--- config.mk ---
export PLATFORM = sky130hd
export DESIGN_NAME = rom_download_router
export DESIGN_NICKNAME = d
export VERILOG_FILES = /design/src/rtl/rom_download_router.sv
export SDC_FILE = /design/constraint.sdc
export NUM_CORES = 1
export LEC_CHECK = 0
export ABC_AREA = 1
export ABC_CLOCK_PERIOD_IN_PS = 2200
export CAP_MARGIN = 20
export CORE_ASPECT_RATIO = 1.25
export CORE_MARGIN = 2
export CORE_UTILIZATION = 44
export CTS_BUF_LIST = sky130_fd_sc_hd__clkbuf_16
export CTS_CLUSTER_DIAMETER = 80
export DETAILED_ROUTE_END_ITERATION = 6
export GPL_ROUTABILITY_DRIVEN = 1
export GPL_TIMING_DRIVEN = 1
export PLACE_DENSITY_LB_ADDON = 0.1
export SYNTH_ARGS = -nofsm -noshare
export SYNTH_HDL_FRONTEND = slang
export SYNTH_SLANG_ARGS = --single-unit
--- constraint.sdc ---
create_clock -name clk_sys -period 2.2 [get_ports clk_sys]
set_input_delay 0.22 -clock clk_sys [delete_from_list [all_inputs] [get_ports clk_sys]]
set_output_delay 0.22 -clock clk_sys [all_outputs]
set_load 0.1 [all_outputs]
--- src/rtl/rom_download_router.sv ---
// rom_download_router: qualifies ROM-index ioctl downloads, decodes each byte
// into one of four ROM regions with a region-relative address, registers the
// write for the loaders, counts bytes, and holds the core in reset until a
// complete, correctly sized image has arrived.
//
// Handshake: ioctl_wr is a one-cycle strobe with no backpressure. dn_wr is a
// one-cycle valid with no ready; the loaders must take every byte on the
// cycle dn_wr is high. dn_sel/dn_addr/dn_data hold between strobes.
module rom_download_router #(
  parameter logic [24:0] BASE1   = 25'h08000,
  parameter logic [24:0] BASE2   = 25'h0C000,
  parameter logic [24:0] BASE3   = 25'h14000,
  parameter logic [24:0] TOTAL   = 25'h24000,
  parameter logic [7:0]  ROM_IDX = 8'd0
) (
  input  logic        clk_sys,
  input  logic        reset,
  input  logic        ioctl_download,
  input  logic [7:0]  ioctl_index,
  input  logic        ioctl_wr,
  input  logic [24:0] ioctl_addr,
  input  logic [7:0]  ioctl_dout,
  output logic        dn_wr,
  output logic [3:0]  dn_sel,
  output logic [24:0] dn_addr,
  output logic [7:0]  dn_data,
  output logic        rom_ready,
  output logic        core_hold,
  output logic        dl_error,
  output logic [24:0] byte_cnt,
  output logic [1:0]  fsm_state
);

  localparam logic [24:0] CNT_MAX = '1;

  typedef enum logic [1:0] {
    IDLE = 2'd0,
    LOAD = 2'd1,
    DONE = 2'd2
  } state_t;

  state_t      state;
  state_t      state_nxt;
  logic        rom_dl;
  logic        rom_dl_q;
  logic        dl_rise;
  logic        dl_fall;
  logic        wr_acc;
  logic        in_range;
  logic [3:0]  sel_c;
  logic [24:0] off_c;
  logic [24:0] cnt_nxt;
  logic        err_nxt;
  logic        ready_nxt;

  assign rom_dl    = ioctl_download & (ioctl_index == ROM_IDX);
  assign dl_rise   = rom_dl & ~rom_dl_q;
  assign dl_fall   = ~rom_dl & rom_dl_q;
  assign wr_acc    = ioctl_wr & rom_dl;
  assign in_range  = ioctl_addr < TOTAL;
  assign fsm_state = state;

  // Region decode: pick the highest base not above the address and re-base.
  always_comb begin
    sel_c = 4'b0001;
    off_c = ioctl_addr;
    if (ioctl_addr >= BASE3) begin
      sel_c = 4'b1000;
      off_c = ioctl_addr - BASE3;
    end else if (ioctl_addr >= BASE2) begin
      sel_c = 4'b0100;
      off_c = ioctl_addr - BASE2;
    end else if (ioctl_addr >= BASE1) begin
      sel_c = 4'b0010;
      off_c = ioctl_addr - BASE1;
    end
  end

  // Next download status: a new download clears the status before this
  // cycle's byte is counted; the end of a load judges the finished count.
  always_comb begin
    state_nxt = state;
    cnt_nxt   = byte_cnt;
    err_nxt   = dl_error;
    ready_nxt = rom_ready;
    if (dl_rise) begin
      state_nxt = LOAD;
      cnt_nxt   = '0;
      err_nxt   = 1'b0;
      ready_nxt = 1'b0;
    end
    if (wr_acc) begin
      if (in_range) begin
        if (cnt_nxt != CNT_MAX) cnt_nxt = cnt_nxt + 25'd1;
      end else begin
        err_nxt = 1'b1;
      end
    end
    // dl_error can only be set inside LOAD by an out-of-range byte here.
    if (state == LOAD && dl_fall) begin
      state_nxt = DONE;
      if (byte_cnt == TOTAL && !dl_error) ready_nxt = 1'b1;
      else                                err_nxt   = 1'b1;
    end
  end

  // State, status and write-port registers.
  always_ff @(posedge clk_sys) begin
    if (reset) begin
      state     <= IDLE;
      rom_dl_q  <= 1'b0;
      dn_wr     <= 1'b0;
      dn_sel    <= '0;
      dn_addr   <= '0;
      dn_data   <= '0;
      rom_ready <= 1'b0;
      core_hold <= 1'b1;
      dl_error  <= 1'b0;
      byte_cnt  <= '0;
    end else begin
      state     <= state_nxt;
      rom_dl_q  <= rom_dl;
      dn_wr     <= wr_acc & in_range;
      if (wr_acc & in_range) begin
        dn_sel  <= sel_c;
        dn_addr <= off_c;
        dn_data <= ioctl_dout;
      end
      rom_ready <= ready_nxt;
      core_hold <= ~ready_nxt;
      dl_error  <= err_nxt;
      byte_cnt  <= cnt_nxt;
    end
  end

endmodule

==> impl_results.html, run 1 <==
<table>
<tr><th>Metric</th><th>Value</th></tr>
<tr><th colspan="2">Power and ir drop</th></tr>
<tr><td>Clock power share</td><td>0.530</td></tr>
<tr><td>Internal power of the cells</td><td>2.47 mW</td></tr>
<tr><td>Power consumption</td><td>3.13 mW</td></tr>
<tr><td>Switch share</td><td>0.211</td></tr>
<tr><td>Register share of total power</td><td>0.399</td></tr>
<tr><td>Total leakage power</td><td>2.98 nW</td></tr>
<tr><td>Switching power</td><td>0.660 mW</td></tr>
<tr><td>Worst VDD drop</td><td>0.000417 V</td></tr>
<tr><td>Power per unit of standard cell area</td><td>506 nW/um2</td></tr>
<tr><td>Power share of the combinational group</td><td>0.072</td></tr>
<tr><th colspan="2">Clock network</th></tr>
<tr><td>TritonCTS clock tree</td><td>done</td></tr>
<tr><td>Worst-Skew Late Latency</td><td>330 ps</td></tr>
<tr><td>CTS clk-pin slew, worst paths</td><td>60 ps</td></tr>
<tr><td>Clk sink count</td><td>69</td></tr>
<tr><td>CTS buffer count</td><td>9</td></tr>
<tr><td>Root buffer cell</td><td>clkbuf_16</td></tr>
<tr><td>Max H-tree Level</td><td>3</td></tr>
<tr><td>Maximum buffer depth of the clock tree</td><td>2</td></tr>
<tr><th colspan="2">Die</th></tr>
<tr><td>Rows</td><td>39</td></tr>
<tr><td>Starting Density</td><td>0.446</td></tr>
<tr><td>Ports</td><td>113</td></tr>
<tr><td>Die X-Extent</td><td>89.5 um</td></tr>
<tr><td>Full die area</td><td>9930 um2</td></tr>
<tr><td>Vert. Die Dim</td><td>111 um</td></tr>
<tr><td>Area of the core region</td><td>9030 um2</td></tr>
<tr><th colspan="2">Setup path</th></tr>
<tr><td>CP Class</td><td>in -&gt; reg</td></tr>
<tr><td>Number of cells on the worst reg-to-reg path</td><td>17</td></tr>
<tr><td>Worst-case register-to-register setup slack</td><td>170 ps</td></tr>
<tr><td>Critical path destination</td><td>byte_cnt[18]</td></tr>
<tr><td>Crit path required time</td><td>2470 ps</td></tr>
<tr><td>Critical path origin</td><td>ioctl_addr[15]</td></tr>
<tr><td>Endpoint kind of the worst setup timing path</td><td>register</td></tr>
<tr><td>Worst R2R End</td><td>byte_cnt[5]</td></tr>
<tr><td>Most frequent CP cell</td><td>nor2_1</td></tr>
<tr><td>Total buffers and inverters traversed by the critical path</td><td>3</td></tr>
<tr><td>Worst path max stage delay</td><td>470 ps</td></tr>
<tr><td>Worst setup SP type</td><td>input pin</td></tr>
<tr><td>Family with the most delay on the worst path</td><td>simple AND/OR/NAND/NOR gates</td></tr>
<tr><td>Cell with the largest stage delay on the worst path</td><td>clkdlybuf4s50_1</td></tr>
<tr><td>Critical path data arrival time</td><td>2330 ps</td></tr>
<tr><td>Critical Path Fanout Max</td><td>5</td></tr>
<tr><td>Critical Path Stages</td><td>13</td></tr>
<tr><td>Reg2reg start</td><td>rom_dl_q</td></tr>
<tr><td>Ordered cell list for the critical path</td><td>clkdlybuf4s50_1 -&gt; inv_1 -&gt; ha_1 -&gt; a21boi_1 -&gt; nor2_1 -&gt; nor2_2 -&gt; nand2_4 -&gt; nor2_4 -&gt; nand4_1 -&gt; nor2_1 -&gt; buf_4 -&gt; a21oi_2 -&gt; nor2_1</td></tr>
<tr><th colspan="2">Run status</th></tr>
<tr><td>Outcome</td><td>finished clean</td></tr>
<tr><th colspan="2">Hold path</th></tr>
<tr><td>Classification of the worst-slack hold path</td><td>in -&gt; reg</td></tr>
<tr><th colspan="2">Route</th></tr>
<tr><td>Routed WL</td><td>12.2 mm</td></tr>
<tr><td>Per-cell via count in the routed design</td><td>4.94</td></tr>
<tr><td>DR iter-0 viols</td><td>177</td></tr>
<tr><td>Number of antenna-violating nets in the routed design</td><td>0</td></tr>
<tr><td>Post-DR wirelength/cell</td><td>13.4 um</td></tr>
<tr><td>Number of detailed-route iterations in the first pass</td><td>7</td></tr>
<tr><td>Via total after detailed routing</td><td>4525</td></tr>
<tr><td>Number of remaining DRC errors</td><td>0</td></tr>
<tr><th colspan="2">Run</th></tr>
<tr><td>Number of violations of the max-capacitance limit</td><td>0</td></tr>
<tr><th colspan="2">Timing</th></tr>
<tr><td>Period Utilization, post-route</td><td>0.935</td></tr>
<tr><td>RSZ-0062 raised after global routing</td><td>no</td></tr>
<tr><td>Final Worst Setup Slack</td><td>143 ps</td></tr>
<tr><td>Relative slew slack</td><td>0.589</td></tr>
<tr><td>FMAX</td><td>0.486 GHz</td></tr>
<tr><td>Final count of hold timing violations</td><td>0</td></tr>
<tr><td>Transition time of the tightest slew-check pin</td><td>610 ps</td></tr>
<tr><td>Final Skew</td><td>2.26 ps</td></tr>
<tr><td>Fin crit period</td><td>2060 ps</td></tr>
<tr><td>Final Slew Violations</td><td>0</td></tr>
<tr><td>Final Setup Violations</td><td>0</td></tr>
<tr><th colspan="2">Finish</th></tr>
<tr><td>Area grow syn2layout</td><td>53.7%</td></tr>
<tr><td>Share of the core filled with cells</td><td>0.685</td></tr>
<tr><td>Filler Cells Inserted</td><td>803</td></tr>
<tr><td>Count of antenna diodes in the layout</td><td>0</td></tr>
<tr><td>Layout cells sized above 1</td><td>0.310</td></tr>
<tr><td>Total Nets Final</td><td>843</td></tr>
<tr><th colspan="2">Synth</th></tr>
<tr><td>FF+latch count, synth</td><td>69</td></tr>
<tr><td>Portion of the post-synthesis area used by sequential elements</td><td>0.343</td></tr>
<tr><td>Net count of the mapped netlist</td><td>663</td></tr>
<tr><td>Yosys synthesis warning count</td><td>0</td></tr>
<tr><td>Count of distinct cell types in the synthesized netlist</td><td>31</td></tr>
<tr><td>Average cell area after synthesis</td><td>6.62 um2</td></tr>
<tr><td>Post-synthesis instance area</td><td>4030 um2</td></tr>
<tr><td>Number of instances in the synthesized netlist</td><td>608</td></tr>
<tr><th colspan="2">Global route</th></tr>
<tr><td>GR Util All Layers</td><td>0.253</td></tr>
<tr><td>Initial antenna violation count</td><td>0</td></tr>
<tr><td>Pin count of the biggest net entering global routing</td><td>43</td></tr>
<tr><td>Number of global-route vias before repair</td><td>4410</td></tr>
<tr><td>Leftover overflow at the end of global routing</td><td>0</td></tr>
<tr><td>Wire length of the first global-routing pass</td><td>19.9 mm</td></tr>
<tr><th colspan="2">Placed design</th></tr>
<tr><td>HPWL Detailed</td><td>9.12 mm</td></tr>
<tr><td>Worst setup timing slack at the placement stage</td><td>-328 ps</td></tr>
<tr><td>Port Buffer Count</td><td>112</td></tr>
<tr><td>Final estimated routing congestion in global placement</td><td>0.921</td></tr>
</table>
power by group through the flow:
stage	combinational (mW)	sequential, mW	clock [mW]
after floorplan	0.0891	1.28	0
after global placement	0.221	1.28	0
after detailed placement	0.225	1.28	0
after CTS	0.226	1.25	1.69
after global routing	0.247	1.25	1.75
final	0.224	1.25	1.66
sequential cells by signal (all words and copies together) (netlist names):
signal     cells
byte_cnt      25
core_hold      1
dn_addr       25
dn_wr          1
dn_sel         4
rom_ready      1
rom_dl_q       1
dn_data        8
dl_error       1
fsm_state      2
layer usage:
metal | global-route usage | vias to the layer above | share of wire
met5 | 0 | - | 0
met4 | 0.0905 | 0 | 0.029
met3 | 0.0410 | 29 | 0.046
met2 | 0.452 | 119 | 0.53
met1 | 0.292 | 2080 | 0.40
li1 | - | 2297 | -
how the worst min path moves through the flow:
| stage | start | slack, ps | depth (start not counted) | endpoint |
|---|---|---|---|---|
| after global placement | dn_sel[1] | 450 | 2 | dn_sel[1] |
| after CTS | dn_sel[0] | 470 | 2 | dn_sel[0] |
| after floorplan | ioctl_addr[13] | 370 | 2 | dn_addr[13] |
| after detailed placement | dn_sel[0] | 460 | 2 | dn_sel[0] |
| final | ioctl_index[7] | 290 | 5 | rom_dl_q |
| after global routing | ioctl_download | 300 | 4 | rom_dl_q |
timing repair:
item | in CTS | in global routing
hold buffers | 0 | 0
setup endpoints to repair | 1 | 28
gates resized for setup | 1 | 24
buffers inserted | 0 | 3
pin swaps | 0 | 8
cloned | 0 | 2
worst register-to-register path, stage by stage, from the launching register on:
cell and delay (ps):
dfxtp_1 310, inv_1 70, nand3_4 130, nand2_2 70
inv_2 80, ha_4 130, nand2_1 50, inv_2 80
nand3_4 70, nor2_4 130, nand2_2 80, nor2_4 150
buf_4 130, nand3_2 80, buf_6 170, nand2_1 60
nand2_1 50, a21oi_1 120
stage by stage:
step	instances	setup TNS, ps	instance area (um2)	hold slack, ps
floorplan	608	-1640	4150	368
global placement	895	-8580	5700	455
detailed placement	895	-9740	5700	464
CTS	911	0	6040	475
global route	916	0	6190	302
finish	916	0	6190	286
final cells by class:
class | count | area, um2 | share of cell area
Inverter | 73 | 277 | 0.0447
Multi-Input combinational cell | 443 | 2360 | 0.381
Timing Repair Buffer | 192 | 1670 | 0.271
Tap cell | 123 | 154 | 0.0249
Clock buffer | 9 | 225 | 0.0364
Sequential cell | 69 | 1380 | 0.224
Clock inverter | 7 | 114 | 0.0184
synth_stat cells:
library cell,number,area [um2]
a21oi_1,36,180
xor2_1,5,43.8
nor2_1,140,526
or2_2,3,18.8
nor2_2,9,56.3
nor3_1,10,50.1
buf_12,1,20.0
nand3_4,3,52.6
buf_4,2,15.0
o21ai_0,30,150
nand2_1,104,390
o22ai_1,1,6.26
ha_1,10,125
buf_6,5,56.3
nor4_1,3,18.8
nor2_4,4,45.0
inv_1,69,259
xnor2_1,2,17.5
a211oi_1,2,15.0
nand3_2,16,160
a21boi_1,1,7.51
nand2_2,6,37.5
buf_1,1,3.75
inv_2,4,15.0
nand4_1,11,68.8
nand3_1,45,225
nand3b_1,1,7.51
clkbuf_1,7,26.3
dfxtp_1,69,1380
nand2_4,1,11.3
buf_2,7,35.0
cell usage in the layout (no fill, tap or decap), types with 2 or more instances in the layout:
master,count
a211oi_1,2
a21oi_1,15
a21oi_2,21
buf_12,4
buf_4,139
buf_6,2
bufinv_16,3
clkbuf_16,11
clkdlybuf4s50_1,35
clkinv_1,2
dfxtp_1,67
dfxtp_2,2
dlymetal6s2s_1,9
ha_1,9
inv_1,66
inv_2,6
nand2_1,101
nand2_2,8
nand2_4,2
nand3_1,44
nand3_2,16
nand3_4,4
nand4_1,11
nor2_1,134
nor2_2,13
nor2_4,6
nor3_1,9
nor4_1,3
o21ai_0,30
or2_2,3
xnor2_1,2
xor2_1,5
kinds of logic (layout without fill, tap and decap cells):
family                   Yosys count  count (layout)  share of synthesized area
AND/OR/NAND/NOR                  356             356                      0.414
buffers and inverters             96             281                      0.107
AO/OA/AOI/OAI                     70              70                     0.0892
flip-flops                        69              69                      0.343
adder cells (fa/ha/maj)           10              10                     0.0311
XOR/XNOR                           7               7                     0.0152
(Power assumes the default switching activity.)
==> run 2, diff against run 1 <==
--- a/config.mk
+++ b/config.mk
@@ -16,7 +16,8 @@
 export DETAILED_ROUTE_END_ITERATION = 6
 export GPL_ROUTABILITY_DRIVEN = 1
 export GPL_TIMING_DRIVEN = 1
-export PLACE_DENSITY_LB_ADDON = 0.1
+export HOLD_SLACK_MARGIN = 0.03
+export PLACE_DENSITY = 0.77
 export SYNTH_ARGS = -nofsm -noshare
 export SYNTH_HDL_FRONTEND = slang
 export SYNTH_SLANG_ARGS = --single-unit
==> run 2 against run 1 <==
Fmax fell by 4.7%; cell area rose by 1.7%; flip-flop and latch count did not move; sequential power barely moved; register-to-register slack got worse by 130 ps; worst setup slack got worse by 100 ps; routed wire length rose by 7.8%; critical path type is now reg -> reg.
==> impl_results.html, run 2 (synthesis gave the netlist of run 1 again) <==
<table>
<tr><th>Metric</th><th>Value</th></tr>
<tr><th colspan="2">Die</th></tr>
<tr><td>Die X-Extent</td><td>89.5 um (unchanged)</td></tr>
<tr><td>Area of the core region</td><td>9030 um2 (unchanged)</td></tr>
<tr><td>Starting Density</td><td>0.446 (unchanged)</td></tr>
<tr><td>Full die area</td><td>9930 um2 (unchanged)</td></tr>
<tr><td>Ports</td><td>113 (unchanged)</td></tr>
<tr><td>Vert. Die Dim</td><td>111 um (unchanged)</td></tr>
<tr><td>Rows</td><td>39 (unchanged)</td></tr>
<tr><th colspan="2">Hold path</th></tr>
<tr><td>Classification of the worst-slack hold path</td><td>in -&gt; reg (unchanged)</td></tr>
<tr><th colspan="2">Route</th></tr>
<tr><td>Number of remaining DRC errors</td><td>0 (unchanged)</td></tr>
<tr><td>DR iter-0 viols</td><td>302 (was 177)</td></tr>
<tr><td>Number of detailed-route iterations in the first pass</td><td>5 (was 7)</td></tr>
<tr><td>Number of antenna-violating nets in the routed design</td><td>0 (unchanged)</td></tr>
<tr><td>Routed WL</td><td>13.2 mm (was 12.2 mm)</td></tr>
<tr><td>Via total after detailed routing</td><td>4646 (was 4525)</td></tr>
<tr><td>Per-cell via count in the routed design</td><td>5.03 (was 4.94)</td></tr>
<tr><td>Post-DR wirelength/cell</td><td>14.3 um (was 13.4 um)</td></tr>
<tr><th colspan="2">Global route</th></tr>
<tr><td>Wire length of the first global-routing pass</td><td>19.7 mm (was 19.9 mm)</td></tr>
<tr><td>Pin count of the biggest net entering global routing</td><td>32 (was 43)</td></tr>
<tr><td>Leftover overflow at the end of global routing</td><td>0 (unchanged)</td></tr>
<tr><td>Number of global-route vias before repair</td><td>4351 (was 4410)</td></tr>
<tr><td>Initial antenna violation count</td><td>0 (unchanged)</td></tr>
<tr><td>GR Util All Layers</td><td>0.253 (about the same)</td></tr>
<tr><th colspan="2">Clock network</th></tr>
<tr><td>CTS clk-pin slew, worst paths</td><td>60 ps (about the same)</td></tr>
<tr><td>Worst-Skew Late Latency</td><td>330 ps (about the same)</td></tr>
<tr><td>Maximum buffer depth of the clock tree</td><td>2 (unchanged)</td></tr>
<tr><td>TritonCTS clock tree</td><td>done (unchanged)</td></tr>
<tr><td>Root buffer cell</td><td>clkbuf_16 (unchanged)</td></tr>
<tr><td>Max H-tree Level</td><td>3 (unchanged)</td></tr>
<tr><td>Clk sink count</td><td>69 (unchanged)</td></tr>
<tr><td>CTS buffer count</td><td>9 (unchanged)</td></tr>
<tr><td>Cts-stage hold buffer count</td><td>0 (unchanged)</td></tr>
<tr><th colspan="2">Setup path</th></tr>
<tr><td>Critical Path Fanout Max</td><td>9 (was 5)</td></tr>
<tr><td>Crit path required time</td><td>2470 ps (about the same)</td></tr>
<tr><td>Worst setup SP type</td><td>register (was input pin)</td></tr>
<tr><td>Endpoint kind of the worst setup timing path</td><td>register (unchanged)</td></tr>
<tr><td>Critical path data arrival time</td><td>2430 ps (was 2330 ps)</td></tr>
<tr><td>CP Class</td><td>reg -&gt; reg (was in -&gt; reg)</td></tr>
<tr><th colspan="2">Timing</th></tr>
<tr><td>Final Setup Violations</td><td>0 (unchanged)</td></tr>
<tr><td>Fin crit period</td><td>2160 ps (was 2060 ps)</td></tr>
<tr><td>Relative slew slack</td><td>0.628 (was 0.589)</td></tr>
<tr><td>Worst hold margin</td><td>285 ps (was 286 ps)</td></tr>
<tr><td>Total negative setup slack</td><td>0 ps (unchanged)</td></tr>
<tr><td>Period Utilization, post-route</td><td>0.980 (was 0.935)</td></tr>
<tr><td>Transition time of the tightest slew-check pin</td><td>554 ps (was 610 ps)</td></tr>
<tr><td>Final Skew</td><td>2.64 ps (was 2.26 ps)</td></tr>
<tr><td>FMAX</td><td>0.464 GHz (was 0.486 GHz)</td></tr>
<tr><td>Final Slew Violations</td><td>0 (unchanged)</td></tr>
<tr><td>Final count of hold timing violations</td><td>0 (unchanged)</td></tr>
<tr><th colspan="2">Run</th></tr>
<tr><td>Number of violations of the max-capacitance limit</td><td>0 (unchanged)</td></tr>
<tr><th colspan="2">Power and ir drop</th></tr>
<tr><td>Total leakage power</td><td>3.05 nW (was 2.98 nW)</td></tr>
<tr><td>Worst VDD drop</td><td>0.000433 V (was 0.000417 V)</td></tr>
<tr><td>Power consumption</td><td>3.06 mW (was 3.13 mW)</td></tr>
<tr><td>Power per unit of standard cell area</td><td>486 nW/um2 (was 506 nW/um2)</td></tr>
<tr><th colspan="2">Run status</th></tr>
<tr><td>Outcome</td><td>finished clean (unchanged)</td></tr>
<tr><th colspan="2">Placed design</th></tr>
<tr><td>Port Buffer Count</td><td>112 (unchanged)</td></tr>
<tr><td>HPWL Detailed</td><td>9.61 mm (was 9.12 mm)</td></tr>
<tr><td>Final estimated routing congestion in global placement</td><td>0.941 (was 0.921)</td></tr>
<tr><td>Placement Cell Area</td><td>5790 um2 (was 5700 um2)</td></tr>
<tr><th colspan="2">Finish</th></tr>
<tr><td>Share of the core filled with cells</td><td>0.697 (was 0.685)</td></tr>
<tr><td>Final Cell Area</td><td>6290 um2 (was 6190 um2)</td></tr>
<tr><td>Filler Cells Inserted</td><td>715 (was 803)</td></tr>
<tr><td>Most common cell after layout, fill and taps aside</td><td>buf_4 (unchanged)</td></tr>
<tr><td>Most frequent cells in the layout</td><td>145 x buf_4, 133 x nor2_1, 101 x nand2_1, 66 x inv_1, 66 x dfxtp_1 (was 139 x buf_4, 134 x nor2_1, 101 x nand2_1, 67 x dfxtp_1, 66 x inv_1)</td></tr>
<tr><td>Top flop regs</td><td>byte_cnt (25), dn_addr (25), dn_data (8) (unchanged)</td></tr>
<tr><td>Layout cells sized above 1</td><td>0.322 (was 0.310)</td></tr>
<tr><td>Total Nets Final</td><td>851 (was 843)</td></tr>
<tr><td>Count of antenna diodes in the layout</td><td>0 (unchanged)</td></tr>
<tr><td>Area grow syn2layout</td><td>56.3% (was 53.7%)</td></tr>
</table>
-- run 2: per-layer routing --
metal,up-vias,part of all wire,global-route usage
met5,-,0,0
met4,0,0.029,0.0975
met3,30,0.059,0.0462
met2,167,0.53,0.456
met1,2137,0.38,0.282
li1,2312,-,-
-- run 2: metrics by stage --
step	setup slack [ps]	std cells
6_report	42.9	924
5_1_grt	-113	924
4_1_cts	38.9	918
3_5_place_dp	-342	902
3_3_place_gp	-333	902
2_1_floorplan	-92.9	608
-- run 2: cell type report --
class,instances,area (um2),area share
tap,123,154,0.0245
inverter,73,274,0.0436
sequential,69,1390,0.220
clock inverter,7,98.8,0.0157
multi-input combinational,443,2370,0.378
clock buffer,9,225,0.0358
timing repair buffer,200,1780,0.283
-- run 2: timing repair --
item,in CTS,in global routing
endpoints found under the hold margin,0,0
resized for setup,2,23
pin swaps,0,8
setup endpoints to repair,2,24
gates cloned,0,3
setup buffers,0,3
-- run 2: final timing paths --
kind	end	slack, ps	from	cells past startpoint
setup reg to reg	byte_cnt[21]	40	rom_dl_q	16
hold / removal	rom_dl_q	280	ioctl_index[6]	5
setup / recovery	byte_cnt[21]	40	rom_dl_q	16
hold reg to reg	dn_sel[0]	480	dn_sel[0]	2
-- run 2: power by group --
| group | switching [mW] | leakage, nW | total [mW] | internal [mW] |
|---|---|---|---|---|
| Sequential | 0.0000749 | 0.557 | 1.25 | 1.25 |
| Clock | 0.582 | 0.156 | 1.58 | 0.998 |
| Combinational | 0.104 | 2.34 | 0.228 | 0.125 |
| Total | 0.686 | 3.05 | 3.06 | 2.37 |
-- run 2: critical path, cell delays in order, from the launching register on --
cell and delay (ps):
dfxtp_2 330, inv_2 50, nand3_4 100, nand2_2 80, inv_2 80, ha_4 130
nand2_1 60, inv_1 80, nand3_2 120, nor2_4 170, nand2_4 80, nor2_4 180
nand3_4 190, clkbuf_16 230, nand3_1 80, nand2_1 60, nor2_1 80
==> run 3, diff against run 2 <==
--- a/config.mk
+++ b/config.mk
@@ -13,6 +13,7 @@
 export CORE_UTILIZATION = 44
 export CTS_BUF_LIST = sky130_fd_sc_hd__clkbuf_16
 export CTS_CLUSTER_DIAMETER = 80
+export CTS_CLUSTER_SIZE = 28
 export DETAILED_ROUTE_END_ITERATION = 6
 export GPL_ROUTABILITY_DRIVEN = 1
 export GPL_TIMING_DRIVEN = 1
==> results of run 3 <==
No change in the layout: final DEF, timing and power equal those of run 2.
